==> src/rtl/bus_xcvr_arb_pkg.sv <==
// Shared definitions for the bus transceiver arbiter: FSM state encodings
// and transceiver direction constants, plus a small mapping helper.
package bus_xcvr_arb_pkg;

    typedef enum logic [1:0] {
        ST_IDLE  = 2'd0,
        ST_TURN  = 2'd1,
        ST_GRANT = 2'd2
    } state_t;

    localparam logic DIR_BA = 1'b0;
    localparam logic DIR_AB = 1'b1;

    // A requester's wr bit selects the transceiver direction it needs.
    function automatic logic dirOf(input logic wrBit);
        return wrBit ? DIR_AB : DIR_BA;
    endfunction

endpackage

==> src/rtl/bus_xcvr_arb_rr_pick.sv <==
// Round-robin picker: returns the first set request bit at or above ptr_i,
// wrapping modulo NREQ. Purely combinational.
module rr_pick
    import bus_xcvr_arb_pkg::*;
#(
    parameter int NREQ = 4,
    parameter int PW   = $clog2(NREQ)
) (
    input  logic [NREQ-1:0] req_i,
    input  logic [PW-1:0]   ptr_i,
    output logic [PW-1:0]   winner_o,
    output logic            valid_o
);

    logic [PW:0] sum;

    // Scan from farthest to nearest so the nearest set bit to ptr_i wins.
    always_comb begin
        winner_o = '0;
        valid_o  = 1'b0;
        sum      = '0;
        for (int k = NREQ - 1; k >= 0; k--) begin
            sum = {1'b0, ptr_i} + (PW+1)'(k);
            if (sum >= (PW+1)'(NREQ)) begin
                sum = sum - (PW+1)'(NREQ);
            end
            if (req_i[sum[PW-1:0]]) begin
                winner_o = sum[PW-1:0];
                valid_o  = 1'b1;
            end
        end
    end

endmodule

==> src/rtl/bus_xcvr_arb.sv <==
// Round-robin arbiter/sequencer for a shared tristate transceiver segment.
// Guarantees break-before-make and inserts TURN dead cycles on direction
// reversal. Optional burst limit enabled by BUS_XCVR_ARB_BURST_LIMIT_EN.
module bus_xcvr_arb
    import bus_xcvr_arb_pkg::*;
#(
    parameter int NREQ     = 4,
    parameter int TURN     = 1,
    parameter int MAXBURST = 16
) (
    input  logic            clk,
    input  logic            rst_,
    input  logic [NREQ-1:0] req,
    input  logic [NREQ-1:0] wr,
    output logic [NREQ-1:0] gnt,
    output logic            dir,
    output logic            g_,
    output logic            busy
);

    localparam int PW = $clog2(NREQ);

    state_t          state_q, state_d;
    logic [PW-1:0]   ptr_q, ptr_d;
    logic [PW-1:0]   owner_q, owner_d;
    logic [3:0]      tcnt_q, tcnt_d;
    logic [NREQ-1:0] gnt_q, gnt_d;
    logic            dir_q, dir_d;
    logic            g_q, g_d;
    logic [PW-1:0]   winner;
    logic            winValid;
    logic            burstDone;

    rr_pick #(.NREQ(NREQ), .PW(PW)) u_pick (
        .req_i    (req),
        .ptr_i    (ptr_q),
        .winner_o (winner),
        .valid_o  (winValid)
    );

`ifdef BUS_XCVR_ARB_BURST_LIMIT_EN
    logic [7:0] bcnt_q, bcnt_d;

    // Grant-cycle counter: 1 on the first GRANT cycle, +1 per further cycle.
    always_comb begin
        bcnt_d = 8'd1;
        if (state_q == ST_GRANT && state_d == ST_GRANT) begin
            bcnt_d = bcnt_q + 8'd1;
        end
    end

    // Burst counter register.
    always_ff @(posedge clk or negedge rst_) begin
        if (!rst_) begin
            bcnt_q <= 8'd0;
        end else begin
            bcnt_q <= bcnt_d;
        end
    end

    assign burstDone = (bcnt_q == 8'(MAXBURST));
`else
    assign burstDone = 1'b0;
`endif

    // Next-state and registered-output logic for the IDLE/TURN/GRANT sequencer.
    always_comb begin
        state_d = state_q;
        ptr_d   = ptr_q;
        owner_d = owner_q;
        tcnt_d  = tcnt_q;
        gnt_d   = gnt_q;
        dir_d   = dir_q;
        g_d     = g_q;
        unique case (state_q)
            ST_IDLE: begin
                gnt_d = '0;
                g_d   = 1'b1;
                if (winValid) begin
                    owner_d = winner;
                    ptr_d   = (winner == PW'(NREQ - 1)) ? '0 : winner + PW'(1);
                    dir_d   = dirOf(wr[winner]);
                    if (dirOf(wr[winner]) == dir_q || TURN == 0) begin
                        state_d       = ST_GRANT;
                        gnt_d[winner] = 1'b1;
                        g_d           = 1'b0;
                    end else begin
                        state_d = ST_TURN;
                        tcnt_d  = 4'(TURN);
                    end
                end
            end
            ST_TURN: begin
                gnt_d = '0;
                g_d   = 1'b1;
                if (!req[owner_q]) begin
                    state_d = ST_IDLE;
                    tcnt_d  = 4'd0;
                end else if (tcnt_q <= 4'd1) begin
                    state_d        = ST_GRANT;
                    tcnt_d         = 4'd0;
                    gnt_d[owner_q] = 1'b1;
                    g_d            = 1'b0;
                end else begin
                    tcnt_d = tcnt_q - 4'd1;
                end
            end
            ST_GRANT: begin
                if (!req[owner_q] || burstDone) begin
                    state_d = ST_IDLE;
                    gnt_d   = '0;
                    g_d     = 1'b1;
                end
            end
            default: begin
                state_d = ST_IDLE;
                gnt_d   = '0;
                g_d     = 1'b1;
            end
        endcase
    end

    // State and output registers with asynchronous active-low reset.
    always_ff @(posedge clk or negedge rst_) begin
        if (!rst_) begin
            state_q <= ST_IDLE;
            ptr_q   <= '0;
            owner_q <= '0;
            tcnt_q  <= 4'd0;
            gnt_q   <= '0;
            dir_q   <= DIR_BA;
            g_q     <= 1'b1;
        end else begin
            state_q <= state_d;
            ptr_q   <= ptr_d;
            owner_q <= owner_d;
            tcnt_q  <= tcnt_d;
            gnt_q   <= gnt_d;
            dir_q   <= dir_d;
            g_q     <= g_d;
        end
    end

    assign gnt  = gnt_q;
    assign dir  = dir_q;
    assign g_   = g_q;
    assign busy = (state_q != ST_IDLE);

endmodule

==> config.mk <==
export PLATFORM = sky130hd
export DESIGN_NAME = bus_xcvr_arb
export DESIGN_NICKNAME = d
export VERILOG_FILES = /design/src/rtl/bus_xcvr_arb_pkg.sv /design/src/rtl/bus_xcvr_arb_rr_pick.sv /design/src/rtl/bus_xcvr_arb.sv
export SDC_FILE = /design/constraint.sdc
export NUM_CORES = 1
export LEC_CHECK = 0
export BUFFER_PORTS_ARGS = -buffer_cell sky130_fd_sc_hd__buf_4
export CAP_MARGIN = 20
export CORE_ASPECT_RATIO = 2
export CORE_MARGIN = 5
export CORE_UTILIZATION = 40
export CTS_CLUSTER_DIAMETER = 50
export DETAILED_ROUTE_END_ITERATION = 12
export GPL_TIMING_DRIVEN = 0
export HOLD_SLACK_MARGIN = 0.1
export SYNTH_ARGS = -nofsm -noshare
export SYNTH_HDL_FRONTEND = slang
export SYNTH_SLANG_ARGS = --single-unit
==> constraint.sdc <==
create_clock -name clk -period 1.95 [get_ports clk]
set_clock_uncertainty 0.1 [all_clocks]
set_input_delay 0.39 -clock clk [delete_from_list [all_inputs] [get_ports clk]]
set_output_delay 0.39 -clock clk [all_outputs]
set_load 0.01 [all_outputs]
==> run summary <==
Critical path startpoint: ptr_q[1]
RSZ-0062 raised after global routing: yes
WS Path Type: reg2reg
Final Setup Violations: 12
Outcome: finished, violations left
Worst-case reg-to-reg path depth: 6
Most frequent cells in the layout: 20 x buf_4, 14 x nand2_1, 14 x dfrtp_1
Maximum clock rate: 454 MHz
#FFs+latches synth: 16
Worst skew pair latency: 250 ps
Routability congestion estimate: 0.821
Area share of the largest cell type after synthesis: 36.1%
Chip height: 82.1 um
WL per Instance: 16.5 um
Crit start category: flop
# rows: 26
Asr flop ratio synth: 100%
Total power: 0.00216 W
Critical path's slowest cell: dfrtp_2
Maximum number of pins on one net before global-route repair: 17
Clk pin slew, worst setup/hold paths: 70 ps
Slew of the pin with the lowest slew margin: 464 ps
Crit-path max FO: 6
Worst VDD drop: 0.757 mV
Total track usage: 15.5%
Via count: 886
Crit path arrival time: 2290 ps
Hold Path Class: reg2reg
Vias in the first global route: 913
Worst setup margin: -250 ps
Clock sinks: 16
Die area: 3780 um^2
Placed cells: 148
Initial antenna violation count: 0
Ys flop type: dfrtp_1
DRC viols: 0
Synthesized Nets: 120
H-tree depth: 1
Final slew viol count: 0
CP cell instances: mux2_4, o221ai_4, mux2i_4, mux2_4, mux2i_4, a22o_1
Chip Width: 46.1 um
DRT antenna net count: 0
Leak Pwr: 0.624 nW
DRT Pass-1 Iters: 3
Clk buf depth: 2
Initial Utilization: 41.0%
# diodes: 0
Critical Path Sink Type: flop
PortBufs: 16
R2R Setup Slk: -250 ps
Reg2reg start: ptr_q[1]
Routed wire length: 2.60 mm
TritonCTS buffer count: 3
Core area: 2540 um^2
Failing checks: setup timing
First-pass GRT wire length: 4.27 mm
# IOs: 17
Max Cap Viol: 0
Setup crit end: gnt[3]
Yosys warning total: 0
Post-synth top area cell: dfrtp_1
Period utilisation layout: 113%
Hold Fails Final Rpt: 0
Post-DP HPWL: 1.97 mm
Post-route minimum period: 2200 ps
R2r endpoint: gnt[3]
Clock root cell: clkbuf_8
CP Data Required Time: 2040 ps
Post-Syn Area: 1040 um^2
Top post-synthesis cells by area: dfrtp_1 36%, ha_1 7.2%, nand2_1 5.1%
Congestion Overflow GR: 0
Mapped Cells: 104
Most common cell after layout, fill and taps aside: buf_4
Distinct cells, synth: 37
Synth-to-Final Area Change: 34.3%
CP max stage delay: 430 ps
Register area share after synthesis: 38.6%
Share of layout cells above drive strength 1: 38.0%
Area after DPL: 1190 um^2
Fin area: 1400 um^2
Syn_area_per_cell: 10.0 um^2
Power Density: 1540 nW/um^2
Max_slew headroom: 69.1%
Number of DRC markers in iteration 0: 20
Number of synthesized flops with an enable pin: 0
Drt via density: 5.64
Non-Filler Instances: 157
CTS tree: yes
Layout net count: 146
## worst min-delay path by stage
stage,start,endpoint,slack [ps],cells past startpoint
after floorplan,rst_,dir,-6,0
after global placement,rst_,gnt[0],160,1
after detailed placement,rst_,owner_q[1],160,1
after CTS,tcnt_q[1],tcnt_q[1],430,1
after global routing,tcnt_q[1],tcnt_q[1],440,1
final,tcnt_q[1],tcnt_q[1],420,1
## cell type report
type / count / area (um^2)
multi-input combinational: 79 / 709
inverter: 8 / 30.0
clock buffer: 4 / 55.1
fill: 244 / 1140
tap: 28 / 35.0
timing repair buffer: 21 / 160
sequential: 16 / 403
buffer: 1 / 3.75
## cells in the mapped netlist, types with 2 or more instances
library cell	count
dfrtp_1	15
nand2_1	14
o21ai_0	9
inv_1	8
ha_1	6
nor2_1	6
a22o_1	5
mux2i_1	3
o31ai_1	3
or2_2	3
a21oi_1	2
mux2_4	2
nor3b_1	2
nor4_1	2
o2bb2ai_1	2
## critical path, delay by kind of cell, from the launching register on
| kind | cells | cell delay, ps |
|---|---|---|
| flops | 1 | 430 |
| mux | 4 | 1190 |
| compound gates | 2 | 420 |
## registers in the layout, summed over array words and instances (netlist names)
register	count
owner_q	2
gnt	4
state_q	2
tcnt_q	4
dir	1
ptr_q	2
g_	1
## timing repair
action | CTS | global route
pin swaps | 7 | 5
endpoints found under the hold margin | 15 | 0
resized for setup | 10 | 12
setup endpoints to repair | 11 | 16
hold buffers | 1 | 0
setup buffers | 5 | 1
## metal layers
metal | GRT usage [%] | wire [um]
met1 | 16.4 | 904
met2 | 29.4 | 1550
met3 | 2.60 | 94
met4 | 4.27 | 50
met5 | 0 | 0
## stage by stage
step           utilization [%]  setup slack (ps)  setup TNS [ps]  hold slack [ps]
6_report                  55.0              -250           -2360              424
2_1_floorplan                -             -57.2            -306            -5.59
5_1_grt                   55.0              -318           -3220              439
4_1_cts                   52.5              -268           -2060              426
3_3_place_gp              47.1              -465           -4110              160
3_5_place_dp              47.1              -436           -4300              164
## power breakdown
part / leakage (nW) / total [W] / switching, W / internal (W)
Combinational: 0.392 / 0.00121 / 0.000639 / 0.000575
Sequential: 0.203 / 0.000646 / 0.000168 / 0.000478
Clock: 0.0288 / 0.000297 / 0.000118 / 0.000179
## cells by family after synthesis
| family | count (synthesis) | synth area share, % |
|---|---|---|
| xor+xnor | 2 | 1.69 |
| mux | 7 | 10.1 |
| simple gates | 36 | 17.5 |
| compound gates | 28 | 21.7 |
| fa+ha+maj | 6 | 7.22 |
| flops | 16 | 38.6 |
| buf+inv | 9 | 3.25 |
(Power assumes the default switching activity.)
